`src/rtl/seq_dec.sv`:
```
// seq_dec: registered instruction decoder/sequencer for the 16-bit PU.
// Accepts one instruction per ov/ordy handshake and drives the datapath
// control bundle for exactly one cycle afterwards; RMW stores take two
// control cycles, HALT parks the sequencer until reset.
module seq_dec #(
   parameter int unsigned RAW    = 2,
   parameter int unsigned DW     = 16,
   parameter bit          RMW_EN = 1'b1
) (
   input  logic            clk,
   input  logic            rst,
   input  logic [15:0]     o,
   input  logic            ov,
   output logic            ordy,
   input  logic            stall,
   output logic            h,
   output logic            we,
   output logic [RAW-1:0]  wad,
   output logic [RAW-1:0]  ra,
   output logic [RAW-1:0]  rb,
   output logic [3:0]      op,
   output logic [1:0]      liop,
   output logic [7:0]      iv,
   output logic [DW-1:0]   ivx,
   output logic            dmwe,
   output logic            dms,
   output logic            pcwe,
   output logic            ill
);

   localparam logic [3:0] OP_ADD = 4'h0;
   localparam logic [3:0] OP_THA = 4'hE;
   localparam logic [3:0] OP_THB = 4'hF;
   localparam logic [1:0] LI_IMM = 2'b10;
   localparam logic [1:0] LI_THU = 2'b11;

   typedef enum logic [1:0] {DEC, RMW1, RMW2, HLT} state_t;

   typedef struct packed {
      logic           h;
      logic           we;
      logic [RAW-1:0] wad;
      logic [RAW-1:0] ra;
      logic [RAW-1:0] rb;
      logic [3:0]     op;
      logic [1:0]     liop;
      logic [7:0]     iv;
      logic [DW-1:0]  ivx;
      logic           dmwe;
      logic           dms;
      logic           pcwe;
   } ctl_t;

   // Zero-fill a 2-bit register field to the register-address width.
   function automatic logic [RAW-1:0] rf(input logic [1:0] f);
      logic [RAW-1:0] r;
      r      = '0;
      r[1:0] = f;
      return r;
   endfunction

   function automatic ctl_t idle_ctl();
      ctl_t c;
      c      = '0;
      c.op   = OP_THB;
      c.liop = LI_THU;
      return c;
   endfunction

   state_t         state_q, state_d;
   ctl_t           ctl_q, ctl_d;
   ctl_t           dc;
   logic           d_rmw, d_halt, d_ill;
   logic           ill_q, ill_d;
   logic [7:0]     ir_q;
   logic           acc;
   logic [DW-1:0]  imm_s, imm_z;

   assign acc   = ov && (state_q == DEC) && !stall;
   assign imm_s = DW'($signed(o[7:0]));
   assign imm_z = DW'(o[7:0]);

   // Combinational decode of the presented instruction word.
   always_comb begin
      dc      = idle_ctl();
      dc.pcwe = 1'b1;
      d_rmw   = 1'b0;
      d_halt  = 1'b0;
      d_ill   = 1'b0;
      casez (o)
         16'b0000_0000_0000_???0: ;
         16'b0000_0000_0000_???1: begin
            d_halt  = 1'b1;
            dc.h    = 1'b1;
            dc.pcwe = 1'b0;
         end
         16'b0000_01??_????_????: begin
            dc.we = 1'b1; dc.wad = rf(o[9:8]); dc.liop = LI_IMM;
            dc.iv = o[7:0]; dc.ivx = imm_s;
         end
         16'b0000_10??_????_????: begin
            dc.dmwe = 1'b1; dc.rb = rf(o[9:8]); dc.liop = LI_IMM;
            dc.iv = o[7:0]; dc.ivx = imm_s;
         end
         16'b0010_00??_????_????: begin
            dc.we = 1'b1; dc.wad = rf(o[9:8]); dc.op = o[7:4];
            dc.ra = rf(o[3:2]); dc.rb = rf(o[1:0]);
         end
         16'b010?_????_????_????: begin
            dc.we = 1'b1; dc.wad = rf(o[11:10]); dc.rb = rf(o[9:8]);
            dc.liop = {1'b0, o[12]}; dc.iv = o[7:0]; dc.ivx = imm_z;
         end
         16'b0110_0010_????_????: begin
            dc.ra = rf(o[3:2]);
            if (RMW_EN && (o[7:4] != OP_THB)) begin
               // First RMW cycle only reads [ra]; the write happens in RMW2.
               d_rmw   = 1'b1;
               dc.dms  = 1'b1;
               dc.op   = OP_THA;
               dc.pcwe = 1'b0;
            end else begin
               dc.dmwe = 1'b1;
               dc.rb   = rf(o[1:0]);
            end
         end
         16'b1000_00??_????_????: begin
            dc.we = 1'b1; dc.dms = 1'b1; dc.wad = rf(o[9:8]);
            dc.liop = LI_IMM; dc.iv = o[7:0]; dc.ivx = imm_z;
         end
         16'b1001_????_????_????: begin
            dc.dmwe = 1'b1; dc.ra = rf(o[11:10]); dc.rb = rf(o[9:8]);
            dc.op = OP_ADD; dc.liop = LI_IMM; dc.iv = o[7:0]; dc.ivx = imm_s;
         end
         16'b1010_????_????_????: begin
            dc.we = 1'b1; dc.dms = 1'b1; dc.wad = rf(o[11:10]);
            dc.op = o[7:4]; dc.ra = rf(o[3:2]); dc.rb = rf(o[1:0]);
         end
         16'b1011_????_????_????: begin
            dc.we = 1'b1; dc.dms = 1'b1; dc.wad = rf(o[11:10]);
            dc.ra = rf(o[9:8]); dc.op = OP_ADD; dc.liop = LI_IMM;
            dc.iv = o[7:0]; dc.ivx = imm_s;
         end
         16'b110?_????_????_????: begin
            dc.we = 1'b1; dc.wad = rf(o[11:10]); dc.ra = rf(o[9:8]);
            dc.op = {3'b000, o[12]}; dc.liop = LI_IMM;
            dc.iv = o[7:0]; dc.ivx = imm_s;
         end
         default: d_ill = 1'b1;
      endcase
   end

   // State, control bundle and sticky flag registers; stall freezes all.
   always_ff @(posedge clk or posedge rst) begin
      if (rst) begin
         state_q <= DEC;
         ctl_q   <= idle_ctl();
         ill_q   <= 1'b0;
         ir_q    <= '0;
      end else begin
         state_q <= state_d;
         ctl_q   <= ctl_d;
         ill_q   <= ill_d;
         if (acc)
            ir_q <= o[7:0];
      end
   end

   // Next-state selection.
   always_comb begin
      state_d = state_q;
      if (!stall) begin
         case (state_q)
            DEC:     if (acc) begin
                        if (d_halt)     state_d = HLT;
                        else if (d_rmw) state_d = RMW1;
                     end
            RMW1:    state_d = RMW2;
            RMW2:    state_d = DEC;
            HLT:     state_d = HLT;
            default: state_d = DEC;
         endcase
      end
   end

   // Next control bundle, ready and illegal flag.
   always_comb begin
      ctl_d = ctl_q;
      ill_d = ill_q;
      ordy  = (state_q == DEC) && !stall;
      if (!stall) begin
         case (state_q)
            DEC: begin
               if (acc) begin
                  ctl_d = dc;
                  ill_d = ill_q | d_ill;
               end else begin
                  ctl_d = idle_ctl();
               end
            end
            RMW1: begin
               ctl_d      = idle_ctl();
               ctl_d.dmwe = 1'b1;
               ctl_d.dms  = 1'b1;
               ctl_d.ra   = rf(ir_q[3:2]);
               ctl_d.rb   = rf(ir_q[1:0]);
               ctl_d.op   = ir_q[7:4];
               ctl_d.pcwe = 1'b1;
            end
            HLT: begin
               ctl_d   = idle_ctl();
               ctl_d.h = 1'b1;
            end
            default: ctl_d = idle_ctl();
         endcase
      end
   end

   assign h    = ctl_q.h;
   assign we   = ctl_q.we;
   assign wad  = ctl_q.wad;
   assign ra   = ctl_q.ra;
   assign rb   = ctl_q.rb;
   assign op   = ctl_q.op;
   assign liop = ctl_q.liop;
   assign iv   = ctl_q.iv;
   assign ivx  = ctl_q.ivx;
   assign dmwe = ctl_q.dmwe;
   assign dms  = ctl_q.dms;
   assign pcwe = ctl_q.pcwe;
   assign ill  = ill_q;

endmodule
```
`config.mk`:
```
export PLATFORM = sky130hd
export DESIGN_NAME = seq_dec
export DESIGN_NICKNAME = d
export VERILOG_FILES = /design/src/rtl/seq_dec.sv
export SDC_FILE = /design/constraint.sdc
export NUM_CORES = 1
export LEC_CHECK = 0
export CORE_MARGIN = 5
export CORE_UTILIZATION = 40
export CTS_BUF_LIST = sky130_fd_sc_hd__clkbuf_8
export DETAILED_ROUTE_END_ITERATION = 12
export PLACE_DENSITY = 0.75
export SLEW_MARGIN = 15
export SYNTH_ARGS = -nofsm -noshare
export SYNTH_HDL_FRONTEND = slang
export SYNTH_SLANG_ARGS = --single-unit
```
`constraint.sdc`:
```
create_clock -name clk -period 1.66 [get_ports clk]
set_input_delay 0.166 -clock clk [delete_from_list [all_inputs] [get_ports clk]]
set_output_delay 0.166 -clock clk [all_outputs]
set_load 0.01 [all_outputs]
```
Word level (Yosys, flattened, before mapping). Cells that the tools add are included.

Equality and inequality tests: 17. Mux-type cells: 22. Bitwise gates (word level): 2. Reduce and logical (&&, ||, !) cells: 19.

Operators with widths (count): 41-bit case mux with 3 select lines (1); 26-bit case mux with 3 select lines (1); 41-bit 2-to-1 mux (1); 4-bit case mux with 4 select lines (1); 13-bit by 1-bit == test with 1-bit output, second input constant (1); 13-bit logical NOT (1); 4-bit == test, second input constant (3); 2-bit case mux with 3 select lines (2); 12-bit OR reduction (1); 3-bit OR reduction (4); 2-bit 2-to-1 mux (5); 8-bit by 7-bit == test with 1-bit output, second input constant (1); 2-bit case mux with 4 select lines (1); 2-bit OR reduction (4); 6-bit by 1-bit == test with 1-bit output, second input constant (1); 6-bit by 2-bit == test with 1-bit output, second input constant (1); 6-bit by 4-bit == test with 1-bit output, second input constant (1); 6-bit == test, second input constant (1); 1-bit 2-to-1 mux (6); 1-bit case mux with 2 select lines (3); 3-bit case mux with 2 select lines (1); 3-bit AND reduction (2); 5-bit OR reduction (1); 2-bit == test, second input constant (2); 12 further kinds (14).

Flip-flop bits (word level): 52. Input port bits: 20. Logic and storage cells: 75.

Depth between registers and ports, before layout. Gate-level depths: netlist (run 1).

Word-level depth: 7. Mapped depth: 7.

Worst setup path after synthesis (run 1). Ideal clock, no wire load.

Path kind: reg2reg. From: register state_q[1]. To: register ctl_q (netlist bit ra[0]). Setup time: 126 ps. Arrival time: 1527 ps. Path slack: 7 ps. Stages on the path, launching flop included: 8. Period minus slack after synthesis: 1653 ps. Path through: dfrtp_1 inv_1 ha_1 nand3b_4 or2_0 clkbuf_1 nor2_1 a221o_1.

Word-level cells in the longest chain between the ends: 5. Elaborated cells on any way between the ends: 7.

RTL lines: from (decl) (RTL line 70) `state_t state_q, state_d;`; from (signal assigned) (RTL line 160) `state_q <= state_d;`; 2-bit logical NOT (RTL line 79, 191); 1-bit logical AND (2 in a row) (RTL line 79) `assign acc = ov && (state_q == DEC) && !stall;`; 41-bit 2-to-1 mux (RTL line 193) `if (acc) begin`; 41-bit case mux with 3 select lines * (RTL line 191) `case (state_q)`; to (signal assigned) (RTL line 156) `ctl_q <= idle_ctl();`; to (signal assigned) (RTL line 161) `ctl_q <= ctl_d;`; to (decl) (RTL line 71) `ctl_t ctl_q, ctl_d;`.

Every way passes the cells marked *; elsewhere a longest branch is shown, timed or not. A chain may end at the register's enable or synchronous reset.

Final worst setup path (run 1).
From: input o[11]. To: register ctl_q (netlist bit rb[1]).

Word-level cells in the longest chain between the ends: 5. Elaborated cells on any way between the ends: 8.

RTL lines: from (decl) (RTL line 12) `input logic [15:0] o,`; 6-bit by 2-bit == test with 1-bit output or 6-bit by 4-bit == test with 1-bit output (tied branches) (RTL line 90) `casez (o)`; 3-bit OR reduction (no line) or 2-bit OR reduction (tied branches); 2-bit case mux with 3 select lines * (RTL line 90); 41-bit 2-to-1 mux * (RTL line 193); 41-bit case mux with 3 select lines * (RTL line 191).

Marks and branches as above.

==> results.py, run 1 <==
metrics = {
    "routing": {
        "firstDrtPassIters": 4,
        "first_iter_violations": 182,
        "ant_nets": 0,
        "vias": 2282,
        "drc": 0,
        "avgViaCountPerCell": 5.51,
        "wl_per_cell_um": 16.6,
        "postRouteWirelength_um": 6870,
    },
    "die": {
        "die_w_um": 88.2,
        "initial_core_util_pct": 41.3,
        "dieArea_sq_um": 7780,
        "std_cell_rows": 28,
        "core_sq_um": 5920,
        "io_pins": 63,
        "fp.dieH_um": 88.2,
    },
    "clock_tree": {
        "clk_latency_ns": 0.29,
        "htreeDepth": 2,
        "ctsHoldBuffers": 0,
        "clk_pin_slew_ns": 0.08,
        "clockRootBuffer": "clkbuf_8",
        "cts.sinks": 37,
        "numCtsBuffers": 5,
        "clockBufferDepth": 2,
        "cts_tree": "built",
    },
    "global_route": {
        "grt_use_total_pct": 18.4,
        "met1_usage_pct": 25.3,
        "antenna_found_initial": 0,
        "grt_max_degree": 22,
        "gr-max-usage-layer": "met2",
        "use_met2_pct": 30.2,
        "grt_pass1_wl_um": 11300,
        "grt_overflow_total": 0,
        "grt_pass1_vias": 2292,
        "use_met3_pct": 3.35,
    },
    "pwr": {
        "seq_power_share_pct": 35.2,
        "combPwrFrac_pct": 43.3,
        "power.density_nw_per_um2": 1100,
        "p_total_uw": 3880,
        "irDropWorstVdd_v": 0.000580,
        "internal_power_uw": 2610,
        "p_sw_uw": 1270,
        "swShare_pct": 32.6,
        "clkPwrFrac_pct": 21.5,
        "p_leak_uw": 0.00156,
    },
    "synthesis": {
        "avgSynthCellArea_sq_um": 10.0,
        "synthArstFlopShare_pct": 100,
        "synth_seq_cells": 37,
        "synth_edf_count": 0,
        "yosys.cell_types.count": 68,
        "syn_nets": 269,
        "seq_area_frac_synth_pct": 38.1,
        "syn-cell-area_sq_um": 2450,
        "synthFlopType": "dfrtp_1",
        "yosys_warnings": 0,
        "netlist_instances": 244,
    },
    "finish": {
        "fin_area_sq_um": 3540,
        "syn_to_final_growth_pct": 44.5,
        "final_common_cell": "clkdlybuf4s50_1",
        "antenna_cells": 0,
        "mostFrequentLayoutCells": "clkdlybuf4s50_1 (57), buf_4 (55), dfrtp_1 (31), nand2_1 (30), a21oi_1 (13)",
        "fin_nets": 363,
        "postLayoutCoreUtil_pct": 59.7,
        "drive_above_1_share_pct": 31.6,
    },
    "setup_path": {
        "crit_arrival_ns": 1.84,
        "cp-end-kind": "register",
        "reg2regPathDepth": 6,
        "worst-setup-path-type": "input pin to register",
        "max_stage_delay_ns": 0.48,
        "cp.depth": 6,
        "critPathTopFamily": "buffers and inverters",
        "crit_chain": "clkdlybuf4s50_1 -> buf_4 -> or4b_4 -> a31oi_2 -> o31ai_2 -> a22oi_2",
        "critPathRequiredTime_ns": 1.87,
        "cp_slowest_cell": "or4b_4",
        "crit_path_start_kind": "input pin",
        "path_buf_inv": 2,
        "path_max_fanout": 8,
    },
    "sta": {
        "layout_min_cycle_time_ns": 1.62,
        "period_share_pct": 97.7,
        "holdWs_ns": 0.114,
        "worst_pin_slew_ns": 0.363,
        "setup_viol": 0,
        "timing.fmax_mhz": 616,
        "worst_slack_ns": 0.0378,
        "skew_ns": 0.00832,
        "slew_headroom_pct": 75.8,
        "hold_violations": 0,
        "slew_violations": 0,
    },
    "min_path": {
        "hold_class": "input pin to async pin",
    },
    "place": {
        "routabilityCongestion": 0.904,
        "place_hpwl_um": 5500,
        "preCtsSetupSlack_ns": -0.342,
        "place_area_sq_um": 3340,
        "io_buffers": 62,
    },
    "status": {
        "status": "completed",
    },
    "job": {
        "max-cap-violations": 0,
    },
}
[state kept, by name, summed over array words and instances, names as in the netlist, 2 cells and up]
register	count
wad	2
op	4
iv	7
liop	2
ivx	2
ra	2
rb	2
ir_q	8
state_q	2
[cells in the mapped netlist, types with 6 or more instances]
cell type / count / share of area [%]
nor2b_1: 6 / 1.5
dfrtp_1: 31 / 32
nand2_1: 30 / 4.6
inv_1: 6 / 0.92
o21ai_0: 7 / 1.4
nor2_1: 6 / 0.92
a22o_1: 7 / 2.5
buf_4: 16 / 4.9
a21oi_1: 14 / 2.9
dfstp_2: 6 / 6.4
[kinds of logic after synthesis]
logic type / Yosys count / share of synthesized area [%]
AO/OA/AOI/OAI: 74 / 23.4
XOR/XNOR: 2 / 0.716
adder cells (fa/ha/maj): 5 / 2.56
buffers and inverters: 37 / 10.8
flip-flops: 37 / 38.1
multiplexers: 8 / 3.53
AND/OR/NAND/NOR: 81 / 20.9
[layout make-up]
type	instances	area (sq um)
clock buffers	6	82.6
clock inverters	2	37.5
fillers	509	2380
inverters	6	22.5
multi-input cells	170	1320
flip-flops and latches	37	933
well taps	75	93.8
repair buffers	118	1050
[timing repair]
item,CTS,global route
hold endpoints to repair,0,0
cloned,0,0
buffers inserted,0,1
pin swaps,0,4
gates resized for setup,11,13
setup endpoints to repair,13,26
[worst paths after layout]
path / from / end / slack (ns)
min in group clk: o[15] / liop[1] / 0.44
max: o[11] / rb[1] / 0.04
max reg2reg: state_q[1] / state_q[1] / 0.06
min reg2reg: ir_q[3] / ir_q[3] / 0.49
max in group asynchronous: rst / op[0] / 0.99
min: rst / ir_q[5] / 0.11
[per-layer routing]
layer | up-vias | part of all wire [%]
met5 | - | 0
met4 | 0 | 1.4
met3 | 10 | 6.7
met2 | 84 | 47
met1 | 1114 | 45
li1 | 1074 | -
[metrics by stage]
step	cells	TNS, ns
global route	414	-0.0102
global placement	406	-6.11
CTS	414	0
finish	414	0
floorplan	244	0
detailed placement	406	-6.95
[power by group through the flow]
stage	Clock (uW)	Sequential (uW)	Combinational [uW]
3_5_place_dp	0	1370	1590
4_1_cts	848	1370	1630
3_3_place_gp	0	1370	1550
2_1_floorplan	0	1430	765
6_report	835	1360	1680
5_1_grt	886	1400	1840
(Power assumes the default switching activity.)
==> run 2: changes to the inputs <==
--- a/config.mk
+++ b/config.mk
@@ -6,10 +6,9 @@
 export NUM_CORES = 1
 export LEC_CHECK = 0
 export CORE_MARGIN = 5
-export CORE_UTILIZATION = 40
-export CTS_BUF_LIST = sky130_fd_sc_hd__clkbuf_8
+export CORE_UTILIZATION = 44
 export DETAILED_ROUTE_END_ITERATION = 12
-export PLACE_DENSITY = 0.75
+export PLACE_DENSITY = 0.81
 export SLEW_MARGIN = 15
 export SYNTH_ARGS = -nofsm -noshare
 export SYNTH_HDL_FRONTEND = slang
==> results.py, run 2 (synthesis results as in run 1) <==
metrics = {
    "sta": {
        "setup_viol": 1,
        "worst_pin_slew_ns": 0.370,
        "timing.fmax_mhz": 599,
        "skew_ns": 0.00548,
        "worst_slack_ns": -0.00819,
        "grt_setup_unrepaired": "yes",
        "slew_headroom_pct": 75.0,
        "layout_min_cycle_time_ns": 1.67,
        "period_share_pct": 100,
        "hold_violations": 0,
        "slew_violations": 0,
    },
    "finish": {
        "final_common_cell": "clkdlybuf4s50_1",
        "syn_to_final_growth_pct": 48.2,
        "fin_cells": 414,
        "largest_register_ffs": 8,
        "nFillCells": 439,
        "fin_nets": 366,
        "regMostFlops": "ir_q",
        "postLayoutCoreUtil_pct": 66.3,
        "antenna_cells": 0,
        "drive_above_1_share_pct": 33.6,
        "mostFrequentLayoutCells": "clkdlybuf4s50_1 (57), buf_4 (54), dfrtp_1 (31), nand2_1 (30), a21oi_1 (12)",
    },
    "global_route": {
        "grt_overflow_total": 0,
        "antenna_found_initial": 0,
        "grt_max_degree": 38,
        "grt_use_total_pct": 19.9,
        "grt_pass1_wl_um": 11700,
        "grt_pass1_vias": 2314,
    },
    "routing": {
        "avgViaCountPerCell": 5.57,
        "drc": 0,
        "wl_per_cell_um": 16.8,
        "first_iter_violations": 116,
        "postRouteWirelength_um": 6980,
        "ant_nets": 0,
        "vias": 2308,
        "firstDrtPassIters": 4,
    },
    "place": {
        "dp.cells": 404,
        "place_hpwl_um": 5290,
        "io_buffers": 62,
        "preCtsSetupSlack_ns": -0.392,
        "routabilityCongestion": 0.870,
    },
    "die": {
        "die_w_um": 84.6,
        "fp.dieH_um": 84.6,
        "std_cell_rows": 27,
        "core_sq_um": 5470,
        "io_pins": 63,
        "initial_core_util_pct": 44.7,
        "dieArea_sq_um": 7150,
    },
    "min_path": {
        "hold_class": "input pin to async pin",
    },
    "clock_tree": {
        "clk_pin_slew_ns": 0.08,
        "clockRootBuffer": "clkbuf_8",
        "clk_latency_ns": 0.30,
        "ctsHoldBuffers": 0,
        "clockBufferDepth": 2,
        "numCtsBuffers": 5,
        "cts.sinks": 37,
        "cts_tree": "built",
        "htreeDepth": 2,
    },
    "setup_path": {
        "r2r_end": "state_q[1]",
        "reg2reg_slack_ns": -0.008,
        "crit_path_start_kind": "register",
        "max_stage_delay_ns": 0.37,
        "worst-setup-path-type": "register to register",
        "crit_arrival_ns": 1.85,
        "cpMostUsedCell": "buf_6",
        "critPathRequiredTime_ns": 1.84,
        "critPathTopFamily": "compound AO/OA/AOI/OAI gates",
        "path_max_fanout": 2,
        "cp_slowest_cell": "dfrtp_1",
        "path_buf_inv": 3,
        "reg2regPathDepth": 7,
        "crit_chain": "inv_2 -> buf_6 -> buf_6 -> ha_4 -> or3_4 -> a21boi_2 -> o221a_1",
        "cp-end-kind": "register",
        "r2r-start": "state_q[1]",
    },
    "pwr": {
        "p_leak_uw": 0.00157,
        "irDropWorstVdd_v": 0.000666,
        "power.density_nw_per_um2": 1110,
    },
    "job": {
        "max-cap-violations": 0,
    },
    "status": {
        "violations": "negative setup slack",
        "status": "complete, but fails checks",
    },
}
[run 2: cell count changes in the layout (fill, tap and decap cells not counted), sizes merged]
cell and change:
buf +2, dlymetal6s2s -2, clkbuf +1, dlygate4sd2 +2
[run 2: worst reg2reg max path, cell delays in order (launching register included)]
cell      delay [ns]
dfrtp_1         0.37
inv_2           0.06
buf_6           0.12
buf_6           0.11
ha_4            0.15
or3_4           0.35
a21boi_2        0.16
o221a_1         0.23
[run 2: routing by layer]
layer	global-route usage, %	wire length (um)	vias to the layer above
li1	-	-	1092
met1	27.0	3020	1097
met2	31.7	3240	105
met3	4.61	568	14
met4	6.04	146	0
met5	0	0	-
[run 2: worst max-delay path by stage]
stage,end,slack [ns],start,cells after the start
after floorplan,ra[0],0.007,state_q[1],7
after global placement,state_q[1],-0.34,o[15],5
after detailed placement,state_q[1],-0.39,o[15],5
after CTS,state_q[1],-0.007,state_q[1],7
after global routing,state_q[1],-0.06,state_q[1],7
final,state_q[1],-0.008,state_q[1],7
[run 2: through the flow]
| stage | hold slack [ns] | cell area [sq um] | setup TNS [ns] | power, uW |
|---|---|---|---|---|
| floorplan | 0.271 | 2450 | 0 | 2200 |
| CTS | 0.229 | 3580 | -0.00704 | 3980 |
| finish | 0.226 | 3630 | -0.00819 | 4040 |
| global route | 0.267 | 3630 | -0.0857 | 4300 |
| detailed placement | 0.471 | 3360 | -7.54 | 3000 |
| global placement | 0.466 | 3360 | -6.49 | 2960 |
[run 2: final cells by class]
class                   instances  area, sq um  area share [%]
clock buffers                   6         82.6            2.28
well taps                      72         90.1            2.48
clock inverters                 2         37.5            1.03
inverters                       6         22.5           0.621
repair buffers                121         1080            29.9
flip-flops and latches         37          933            25.7
multi-input cells             170         1380            37.9
[run 2: power by group]
part | leakage [uW] | switching (uW) | total, uW | internal [uW]
registers | 0.000468 | 149 | 1360 | 1220
logic | 0.00105 | 827 | 1840 | 1010
clock network | 0.0000574 | 348 | 836 | 489
[run 2: what timing repair did]
| action | 4_1_cts | 5_1_grt |
|---|---|---|
| endpoints found under the setup margin | 17 | 19 |
| pin swaps | 2 | 4 |
| resized for setup | 23 | 12 |
| buffers inserted | 2 | 0 |
| gates cloned | 0 | 0 |
